## config.mk

```make
export PLATFORM = sky130hd
export DESIGN_NAME = mdio_slave
export DESIGN_NICKNAME = d
export VERILOG_FILES = /design/src/rtl/mdio_slave.sv
export SDC_FILE = /design/constraint.sdc
export NUM_CORES = 1
export LEC_CHECK = 0
export BUFFER_PORTS_ARGS = -buffer_cell sky130_fd_sc_hd__buf_2
export CAP_MARGIN = 20
export CORE_AREA = 2 2 68 119
export DETAILED_ROUTE_END_ITERATION = 16
export DIE_AREA = 0 0 70 121
export PLACE_DENSITY_LB_ADDON = 0.05
export SYNTH_ARGS = -nofsm -noshare
export SYNTH_HDL_FRONTEND = slang
export SYNTH_SLANG_ARGS = --single-unit
export TNS_END_PERCENT = 5
```

## constraint.sdc

```tcl
create_clock -name gtx_clk -period 5.8 [get_ports gtx_clk]
set_input_delay 0.58 -clock gtx_clk [delete_from_list [all_inputs] [get_ports gtx_clk]]
set_output_delay 0.58 -clock gtx_clk [all_outputs]
set_load 0.005 [all_outputs]
```

## src/rtl/mdio_slave.sv

```systemverilog
// MDIO management responder. mdc and mdio_in are oversampled in the gtx_clk
// domain, so every frame bit is handled on a detected mdc rising edge.
module mdio_slave #(
    parameter int PREAMBLE_MIN = 32
) (
    input  logic        gtx_clk,
    input  logic        reset,
    input  logic [4:0]  phy_addr,
    input  logic        mdc,
    input  logic        mdio_in,
    output logic        mdio_out,
    output logic        mdio_tri,
    output logic [4:0]  reg_addr,
    output logic        reg_rd_en,
    input  logic [15:0] reg_rd_data,
    output logic        reg_wr_en,
    output logic [15:0] reg_wr_data,
    output logic        frame_err,
    output logic [2:0]  dbg_state
);
    typedef enum logic [2:0] {
        PRE  = 3'd0,
        ST   = 3'd1,
        OP   = 3'd2,
        ADDR = 3'd3,
        TA   = 3'd4,
        DATA = 3'd5
    } state_t;

    localparam logic [5:0] PRE_MIN = 6'(PREAMBLE_MIN);

    logic        mdc_s1_q, mdc_s2_q, mdc_prev_q;
    logic        mdio_s1_q, mdio_s2_q;
    logic        rise, bit_in;

    state_t      state_q, state_d;
    logic [5:0]  pre_cnt_q, pre_cnt_d;
    logic [3:0]  bit_cnt_q, bit_cnt_d;
    logic        op_b0_q, op_b0_d;
    logic        is_rd_q, is_rd_d;
    logic        match_q, match_d;
    logic [9:0]  addr_sr_q, addr_sr_d;
    logic [15:0] data_sr_q, data_sr_d;
    logic        rd_load_q, rd_load_d;
    logic        mdio_out_q, mdio_out_d;
    logic        mdio_tri_q, mdio_tri_d;
    logic [4:0]  reg_addr_q, reg_addr_d;
    logic [15:0] reg_wr_data_q, reg_wr_data_d;
    logic        reg_rd_en_q, reg_rd_en_d;
    logic        reg_wr_en_q, reg_wr_en_d;
    logic        frame_err_q, frame_err_d;
    logic [9:0]  addr_full;
    logic [15:0] data_full;

    assign rise      = mdc_s2_q & ~mdc_prev_q;
    assign bit_in    = mdio_s2_q;
    assign addr_full = {addr_sr_q[8:0], bit_in};
    assign data_full = {data_sr_q[14:0], bit_in};

    // Strobes reg_rd_en, reg_wr_en and frame_err are single-cycle pulses with no
    // back-pressure; reg_rd_data is captured the cycle after reg_rd_en.
    always_comb begin
        state_d       = state_q;
        pre_cnt_d     = (state_q == PRE) ? pre_cnt_q : 6'd0;
        bit_cnt_d     = bit_cnt_q;
        op_b0_d       = op_b0_q;
        is_rd_d       = is_rd_q;
        match_d       = match_q;
        addr_sr_d     = addr_sr_q;
        data_sr_d     = rd_load_q ? reg_rd_data : data_sr_q;
        rd_load_d     = reg_rd_en_q;
        mdio_out_d    = mdio_out_q;
        mdio_tri_d    = mdio_tri_q;
        reg_addr_d    = reg_addr_q;
        reg_wr_data_d = reg_wr_data_q;
        reg_rd_en_d   = 1'b0;
        reg_wr_en_d   = 1'b0;
        frame_err_d   = 1'b0;

        if (rise) begin
            case (state_q)
                PRE: begin
                    if (bit_in) begin
                        if (pre_cnt_q < PRE_MIN) pre_cnt_d = pre_cnt_q + 6'd1;
                    end else if (pre_cnt_q >= PRE_MIN) begin
                        state_d = ST;
                    end else begin
                        pre_cnt_d = 6'd0;
                    end
                end
                ST: begin
                    bit_cnt_d = 4'd0;
                    if (bit_in) begin
                        state_d = OP;
                    end else begin
                        frame_err_d = 1'b1;
                        state_d     = PRE;
                    end
                end
                OP: begin
                    if (bit_cnt_q == 4'd0) begin
                        op_b0_d   = bit_in;
                        bit_cnt_d = 4'd1;
                    end else if (op_b0_q != bit_in) begin
                        is_rd_d   = op_b0_q;
                        bit_cnt_d = 4'd0;
                        state_d   = ADDR;
                    end else begin
                        frame_err_d = 1'b1;
                        state_d     = PRE;
                    end
                end
                ADDR: begin
                    addr_sr_d = addr_full;
                    if (bit_cnt_q == 4'd9) begin
                        reg_addr_d  = addr_full[4:0];
                        match_d     = (addr_full[9:5] == phy_addr);
                        reg_rd_en_d = is_rd_q && (addr_full[9:5] == phy_addr);
                        bit_cnt_d   = 4'd0;
                        state_d     = TA;
                    end else begin
                        bit_cnt_d = bit_cnt_q + 4'd1;
                    end
                end
                TA: begin
                    if (bit_cnt_q == 4'd0) begin
                        bit_cnt_d = 4'd1;
                        if (is_rd_q && match_q) begin
                            mdio_tri_d = 1'b0;
                            mdio_out_d = 1'b0;
                        end
                    end else begin
                        bit_cnt_d = 4'd0;
                        if (is_rd_q) begin
                            state_d = DATA;
                            if (match_q) begin
                                mdio_out_d = data_sr_q[15];
                                data_sr_d  = {data_sr_q[14:0], 1'b0};
                            end
                        end else if (bit_in) begin
                            frame_err_d = 1'b1;
                            state_d     = PRE;
                        end else begin
                            state_d = DATA;
                        end
                    end
                end
                DATA: begin
                    if (is_rd_q) begin
                        if (bit_cnt_q == 4'd15) begin
                            mdio_tri_d = 1'b1;
                            mdio_out_d = 1'b0;
                            state_d    = PRE;
                        end else begin
                            bit_cnt_d = bit_cnt_q + 4'd1;
                            if (match_q) begin
                                mdio_out_d = data_sr_q[15];
                                data_sr_d  = {data_sr_q[14:0], 1'b0};
                            end
                        end
                    end else begin
                        data_sr_d = data_full;
                        if (bit_cnt_q == 4'd15) begin
                            if (match_q) begin
                                reg_wr_en_d   = 1'b1;
                                reg_wr_data_d = data_full;
                            end
                            state_d = PRE;
                        end else begin
                            bit_cnt_d = bit_cnt_q + 4'd1;
                        end
                    end
                end
                default: state_d = PRE;
            endcase
        end
    end

    always_ff @(posedge gtx_clk or posedge reset) begin
        if (reset) begin
            mdc_s1_q      <= 1'b0;
            mdc_s2_q      <= 1'b0;
            mdc_prev_q    <= 1'b0;
            mdio_s1_q     <= 1'b0;
            mdio_s2_q     <= 1'b0;
            state_q       <= PRE;
            pre_cnt_q     <= 6'd0;
            bit_cnt_q     <= 4'd0;
            op_b0_q       <= 1'b0;
            is_rd_q       <= 1'b0;
            match_q       <= 1'b0;
            addr_sr_q     <= 10'd0;
            data_sr_q     <= 16'd0;
            rd_load_q     <= 1'b0;
            mdio_out_q    <= 1'b0;
            mdio_tri_q    <= 1'b1;
            reg_addr_q    <= 5'd0;
            reg_wr_data_q <= 16'd0;
            reg_rd_en_q   <= 1'b0;
            reg_wr_en_q   <= 1'b0;
            frame_err_q   <= 1'b0;
        end else begin
            mdc_s1_q      <= mdc;
            mdc_s2_q      <= mdc_s1_q;
            mdc_prev_q    <= mdc_s2_q;
            mdio_s1_q     <= mdio_in;
            mdio_s2_q     <= mdio_s1_q;
            state_q       <= state_d;
            pre_cnt_q     <= pre_cnt_d;
            bit_cnt_q     <= bit_cnt_d;
            op_b0_q       <= op_b0_d;
            is_rd_q       <= is_rd_d;
            match_q       <= match_d;
            addr_sr_q     <= addr_sr_d;
            data_sr_q     <= data_sr_d;
            rd_load_q     <= rd_load_d;
            mdio_out_q    <= mdio_out_d;
            mdio_tri_q    <= mdio_tri_d;
            reg_addr_q    <= reg_addr_d;
            reg_wr_data_q <= reg_wr_data_d;
            reg_rd_en_q   <= reg_rd_en_d;
            reg_wr_en_q   <= reg_wr_en_d;
            frame_err_q   <= frame_err_d;
        end
    end

    assign mdio_out    = mdio_out_q;
    assign mdio_tri    = mdio_tri_q;
    assign reg_addr    = reg_addr_q;
    assign reg_wr_data = reg_wr_data_q;
    assign reg_rd_en   = reg_rd_en_q;
    assign reg_wr_en   = reg_wr_en_q;
    assign frame_err   = frame_err_q;
    assign dbg_state   = state_q;
endmodule

```

* Word level (Yosys, flattened, before mapping) *
Index checks and enable logic that the tools add are counted.

word-level totals
  input port bits = 25
  register bits after elaboration = 73
  logic and storage cells = 124

cells by class
  bitwise logic cells = 4
  multiplexer cells = 58
  $add $sub $neg = 2
  reductions and logical operators = 15
  order comparisons = 2
  equality and inequality tests = 22

operators with widths
  operator                                                                count
  16-bit two-way mux                                                      7
  6-bit two-way mux                                                       6
  16-bit case mux with 2 select lines                                     1
  1-bit two-way mux                                                       25
  3-bit two-way mux                                                       8
  4-bit case mux with 5 select lines                                      1
  2-bit inequality test (second input constant)                           9
  3-bit case mux with 6 select lines                                      1
  4-bit two-way mux                                                       4
  5-bit AND reduction                                                     2
  3-bit inequality test (second input constant)                           3
  4-bit equality test (second input constant)                             2
  4-bit AND reduction                                                     2
  7-bit AND reduction                                                     1
  6-bit by 1-bit adder with 6-bit output (second input constant)          1
  3-bit by 2-bit equality test with 1-bit output (second input constant)  2
  3-bit equality test (second input constant)                             2
  6-bit >= comparator (second input constant)                             1
  6-bit < comparator (second input constant)                              1
  3-bit AND reduction                                                     2
  6-bit AND reduction                                                     1
  5-bit equality test                                                     1
  5-bit nonzero test                                                      1
  4-bit by 1-bit adder with 4-bit output (second input constant)          1
  13 further kinds                                                        18

* Depth between registers and ports, before layout *
  depth after elaboration = 6
  mapped depth = 7
  mapped depth without buffers = 6

* Worst setup path after synthesis *
No wires, ideal clock.

  path kind = flip-flop to flip-flop
  start = register bit_cnt_q[0]
  end = register data_sr_q[10]
  library setup time = 0.125 ns
  period minus slack after synthesis = 1.925 ns
  cell stages (with the launch flop) = 8
  path buffers = 1
  data required time = 5.675 ns
  arrival time = 1.800 ns
  path slack = 3.875 ns
  path through = dfrtp_1 -> inv_1 -> ha_1 -> nor3b_4 -> o32ai_2 -> a31oi_4 -> buf_6 -> mux2_4

between the ends
  word-level cells in the longest chain between the ends = 5

ends and longest elaborated chain
  what                                   line  RTL
  start, declared                        38    logic [3:0] bit_cnt_q, bit_cnt_d;
  start signal, assigned                 210   bit_cnt_q <= bit_cnt_d;
  4-bit equality test                    150   if (bit_cnt_q == 4'd15) begin
  16-bit two-way mux                     150
  16-bit two-way mux                     149   if (is_rd_q) begin
  16-bit case mux with 2 select lines *  81    case (state_q)
  16-bit two-way mux *                   80    if (rise) begin
  named net data_sr_d[10]                43    logic [15:0] data_sr_q, data_sr_d;
  end signal, assigned                   215   data_sr_q <= data_sr_d;
  end, declared                          43

Mark *: on every way through the listed nets, which the timed path passes. The rest lies on a longest branch.
A chain may end at the register's enable or synchronous reset.

* Worst setup path in the final report *
  start = register state_q[2] (netlist: dbg_state[2])
  end = register reg_wr_data_q[14] (netlist: reg_wr_data[14])

between the ends
  word-level cells in the longest chain between the ends = 2

ends and longest elaborated chain
  what                                  line  RTL
  start, declared                       36    state_t state_q, state_d;
  start signal, assigned                208   state_q <= state_d;
  3-bit equality test                   81
  5-bit AND reduction (no source line)  --
  end signal, assigned                  220   reg_wr_data_q <= reg_wr_data_d;
  end, declared                         48    logic [15:0] reg_wr_data_q, reg_wr_data_d;

No other way between the ends.

==> impl_table.tex <==
\begin{tabular}{lr}
\hline
Metric & Value \\
\hline
\multicolumn{2}{l}{\textbf{Power}} \\
Worst voltage drop across the vdd grid & 0.000170 V \\
Total power per unit cell area & 272 nW/um\^{}2 \\
Overall power of the completed layout & 1.14 mW \\
Leakage & between 2 and 2.5 nW \\
\multicolumn{2}{l}{\textbf{Final layout}} \\
Diodes inserted & 0 \\
Area added between synthesis and finish & 16.1\% \\
Area of all placed cells without fillers & 4190 sq um \\
Post-layout util & between 50 and 60\% \\
Finished Layout Cells & 428 \\
Fraction of layout instances using a drive strength above 1 & about two fifths \\
Number of nets in the layout & 365 \\
\multicolumn{2}{l}{\textbf{Drt}} \\
Final antenna-violating net count & 0 \\
Post-Route WL & 6.96 mm \\
Detailed-route wire length per cell & 16.3 microns \\
Total via count after detailed routing & roughly 2400 \\
Number of iterations in the first detailed-routing pass & 4 \\
Via-per-instance ratio & about 5.7 \\
Post-detailed-route DRC marker count & 0 \\
Number of DRC violations after detailed-routing iteration 0 & 162 \\
\multicolumn{2}{l}{\textbf{Clocking}} \\
Later-pin clock latency in the skew report & $\sim$0.33 ns \\
CTS tree & yes \\
Count of cells resized by post-cts repair & 0 \\
Reg clk slew, reported paths & around 0.05 ns \\
Number of CTS-inserted buffers & 9 \\
Number of sinks on the clock net & 73 \\
Htree depth & 3 \\
Number of buffers added for setup after CTS & 0 \\
Hold buffer count at cts & 0 \\
CTS Root Buffer Type & sky130\_fd\_sc\_hd\_\_clkbuf\_16 \\
Number of buffers between clock root and the deepest sink & 2 \\
\multicolumn{2}{l}{\textbf{Logic synthesis}} \\
Top post-synthesis cells by area & sky130\_fd\_sc\_hd\_\_dfrtp\_1, sky130\_fd\_sc\_hd\_\_mux2\_2, sky130\_fd\_sc\_hd\_\_mux2\_4 \\
Net Count, Synth & approximately 320 \\
Cells after synthesis & between 200 and 300 \\
Fraction of synthesis flops using an asynchronous set or reset pin & 100\% \\
Library cell with the largest summed area after synthesis & sky130\_fd\_sc\_hd\_\_dfrtp\_1 \\
Sequential area share after synthesis & around half \\
Most numerous cell in the Yosys netlist & sky130\_fd\_sc\_hd\_\_dfrtp\_1 \\
Number of distinct library cells after synthesis & 60 \\
Synthesized area per cell & approximately 13 sq um \\
Cell area after synthesis & 3610 sq um \\
Top-area cell type share of the netlist area & approximately half \\
Most used standard cells in the synthesized netlist & sky130\_fd\_sc\_hd\_\_dfrtp\_1, sky130\_fd\_sc\_hd\_\_mux2\_2, sky130\_fd\_sc\_hd\_\_nand2\_1, sky130\_fd\_sc\_hd\_\_o21ai\_0 \\
EDFF count, synth & 0 \\
Synthesis Warnings & 0 \\
Number of synthesized register bits & 73 \\
Most common flop cell mapped by yosys & sky130\_fd\_sc\_hd\_\_dfrtp\_1 \\
\multicolumn{2}{l}{\textbf{GRT}} \\
Remaining global-route overflow & 0 \\
Initial antenna violation count & 0 \\
Wire length of the first global-routing pass & between 10 and 15 mm \\
Vias in the first global route & 2376 \\
GRT Util Overall & between 10\% and 20\% \\
Maximum number of pins on one net before global-route repair & 74 \\
\multicolumn{2}{l}{\textbf{Place}} \\
Area after DPL & 3880 sq um \\
Count of placed standard cells including taps & 412 \\
HPWL after detailed placement & 4.81 mm \\
Number of port buffers & 53 \\
Routability Congestion & 0.819 \\
\multicolumn{2}{l}{\textbf{STA}} \\
Minimum clock period after layout & roughly 2.4 ns \\
Period utilisation layout & a little over two fifths \\
Remaining max-slew budget at the tightest pin & 38.5\% \\
Final clock skew & around 0.007 ns \\
Number of setup violations in the final report & 0 \\
Peak clock frequency supported by timing & slightly above 0.4 GHz \\
Total negative slack for setup checks & 0 ns \\
Transition time of the tightest slew-check pin & 0.923 ns \\
Final hold viol count & 0 \\
Final number of max-transition violations & 0 \\
RSZ-0062 raised after global routing & no \\
\multicolumn{2}{l}{\textbf{Status}} \\
Result of the run & completed \\
\multicolumn{2}{l}{\textbf{Floorplan}} \\
Full die area & 8470 sq um \\
FP Rows & 42 \\
Horizontal die dimension & 70 microns \\
Boundary pin count & 54 \\
Initial standard-cell utilization of the core & 48.4\% \\
Core box area & 7460 sq um \\
Die Height & 121 microns \\
\multicolumn{2}{l}{\textbf{Critical path}} \\
Critical path endpoint category & flop \\
Critical path fanouts, max & 17 \\
CP Data Required Time & 6.01 ns \\
Type of element launching the critical path & flop \\
CP Data Arrival Time & 2.64 ns \\
Critical Setup Path Class & reg2reg \\
\multicolumn{2}{l}{\textbf{Hold path}} \\
Worst hold path type & reg2reg \\
\multicolumn{2}{l}{\textbf{Job}} \\
Maxcap violations & 0 \\
\hline
\end{tabular}
[routing by layer]
metal / GRT usage [%] / part of all wire (%)
met3: 5.73 / 4.5
met5: 0 / 0
met1: 20.5 / 40
met4: 8.65 / 2.1
met2: 30.2 / 53
[per-stage QoR]
| step | hold slack (ns) | setup slack (ns) |
|---|---|---|
| after CTS | 0.342 | 3.33 |
| after detailed placement | 0.343 | 3.34 |
| final | 0.352 | 3.38 |
| after global placement | 0.333 | 3.39 |
| after floorplan | 0.331 | 3.37 |
| after global routing | 0.338 | 3.13 |
[path summary, 6_finish.rpt]
kind                                          start                     endpoint  slack (ns)  cells past startpoint
max in group asynchronous                     reset     addr_sr_q[5]$_DFFE_PP0P_        4.66                      3
min                              mdc_s1_q$_DFF_PP0_           mdc_s2_q$_DFF_PP0_        0.35                      0
max reg2reg                dbg_state[2]$_DFFE_PP0P_  reg_wr_data[14]$_DFFE_PP0P_        3.38                      4
min reg2reg                      mdc_s1_q$_DFF_PP0_           mdc_s2_q$_DFF_PP0_        0.35                      0
min in group asynchronous                     reset      data_sr_q[13]$_DFF_PP0_        0.50                      3
max                        dbg_state[2]$_DFFE_PP0P_  reg_wr_data[14]$_DFFE_PP0P_        3.38                      4
[power breakdown]
group	leakage, nW	switching [mW]	total, mW	internal (mW)
sequential	0.996	0.0150	0.536	0.521
combinational	0.983	0.0293	0.0519	0.0226
clock	0.155	0.198	0.552	0.354
[flip-flops by register name (all words and copies together) (netlist names), 3 cells and up]
name,cells
addr_sr_q,9
bit_cnt_q,4
data_sr_q,16
dbg_state,3
pre_cnt_q,6
reg_addr,5
reg_wr_data,16
[critical path: stages, from the launching register on]
cell and delay (ns):
sky130_fd_sc_hd__dfrtp_1 0.65, sky130_fd_sc_hd__nand2b_1 0.22, sky130_fd_sc_hd__nor4_4 0.27, sky130_fd_sc_hd__and3_1 0.75, sky130_fd_sc_hd__mux2_2 0.41
[cell type report]
class	count	area [sq um]
Sequential cell	73	1830
Inverter	7	26.3
Multi-Input combinational cell	190	1650
Clock inverter	5	53.8
Clock buffer	11	253
Timing Repair Buffer	54	273
Fill cell	653	3270
Tap cell	88	110
[layout by cell type (no fill, tap or decap), types with 5 or more instances in the layout]
| master | count |
|---|---|
| sky130_fd_sc_hd__dfrtp_1 | 72 |
| sky130_fd_sc_hd__buf_2 | 53 |
| sky130_fd_sc_hd__mux2_2 | 44 |
| sky130_fd_sc_hd__nand2_1 | 13 |
| sky130_fd_sc_hd__o21ai_0 | 11 |
| sky130_fd_sc_hd__nand3_1 | 9 |
| sky130_fd_sc_hd__mux2_4 | 9 |
| sky130_fd_sc_hd__mux2_1 | 9 |
| sky130_fd_sc_hd__clkbuf_16 | 9 |
| sky130_fd_sc_hd__a21oi_1 | 8 |
| sky130_fd_sc_hd__nor3_1 | 6 |
| sky130_fd_sc_hd__nor2_1 | 6 |
| sky130_fd_sc_hd__inv_1 | 5 |
| sky130_fd_sc_hd__ha_1 | 5 |
[logic make-up (layout without fill, tap and decap cells)]
logic type / Yosys count / in the layout / synth area share [%]
AO/OA/AOI/OAI: 43 / 43 / 8.81
XOR/XNOR: 8 / 8 / 1.94
adder cells (fa/ha/maj): 5 / 5 / 1.73
buffers and inverters: 24 / 77 / 3.71
flip-flops: 73 / 73 / 50.7
multiplexers: 63 / 63 / 20.6
AND/OR/NAND/NOR: 71 / 71 / 12.6
(Power assumes the default switching activity.)
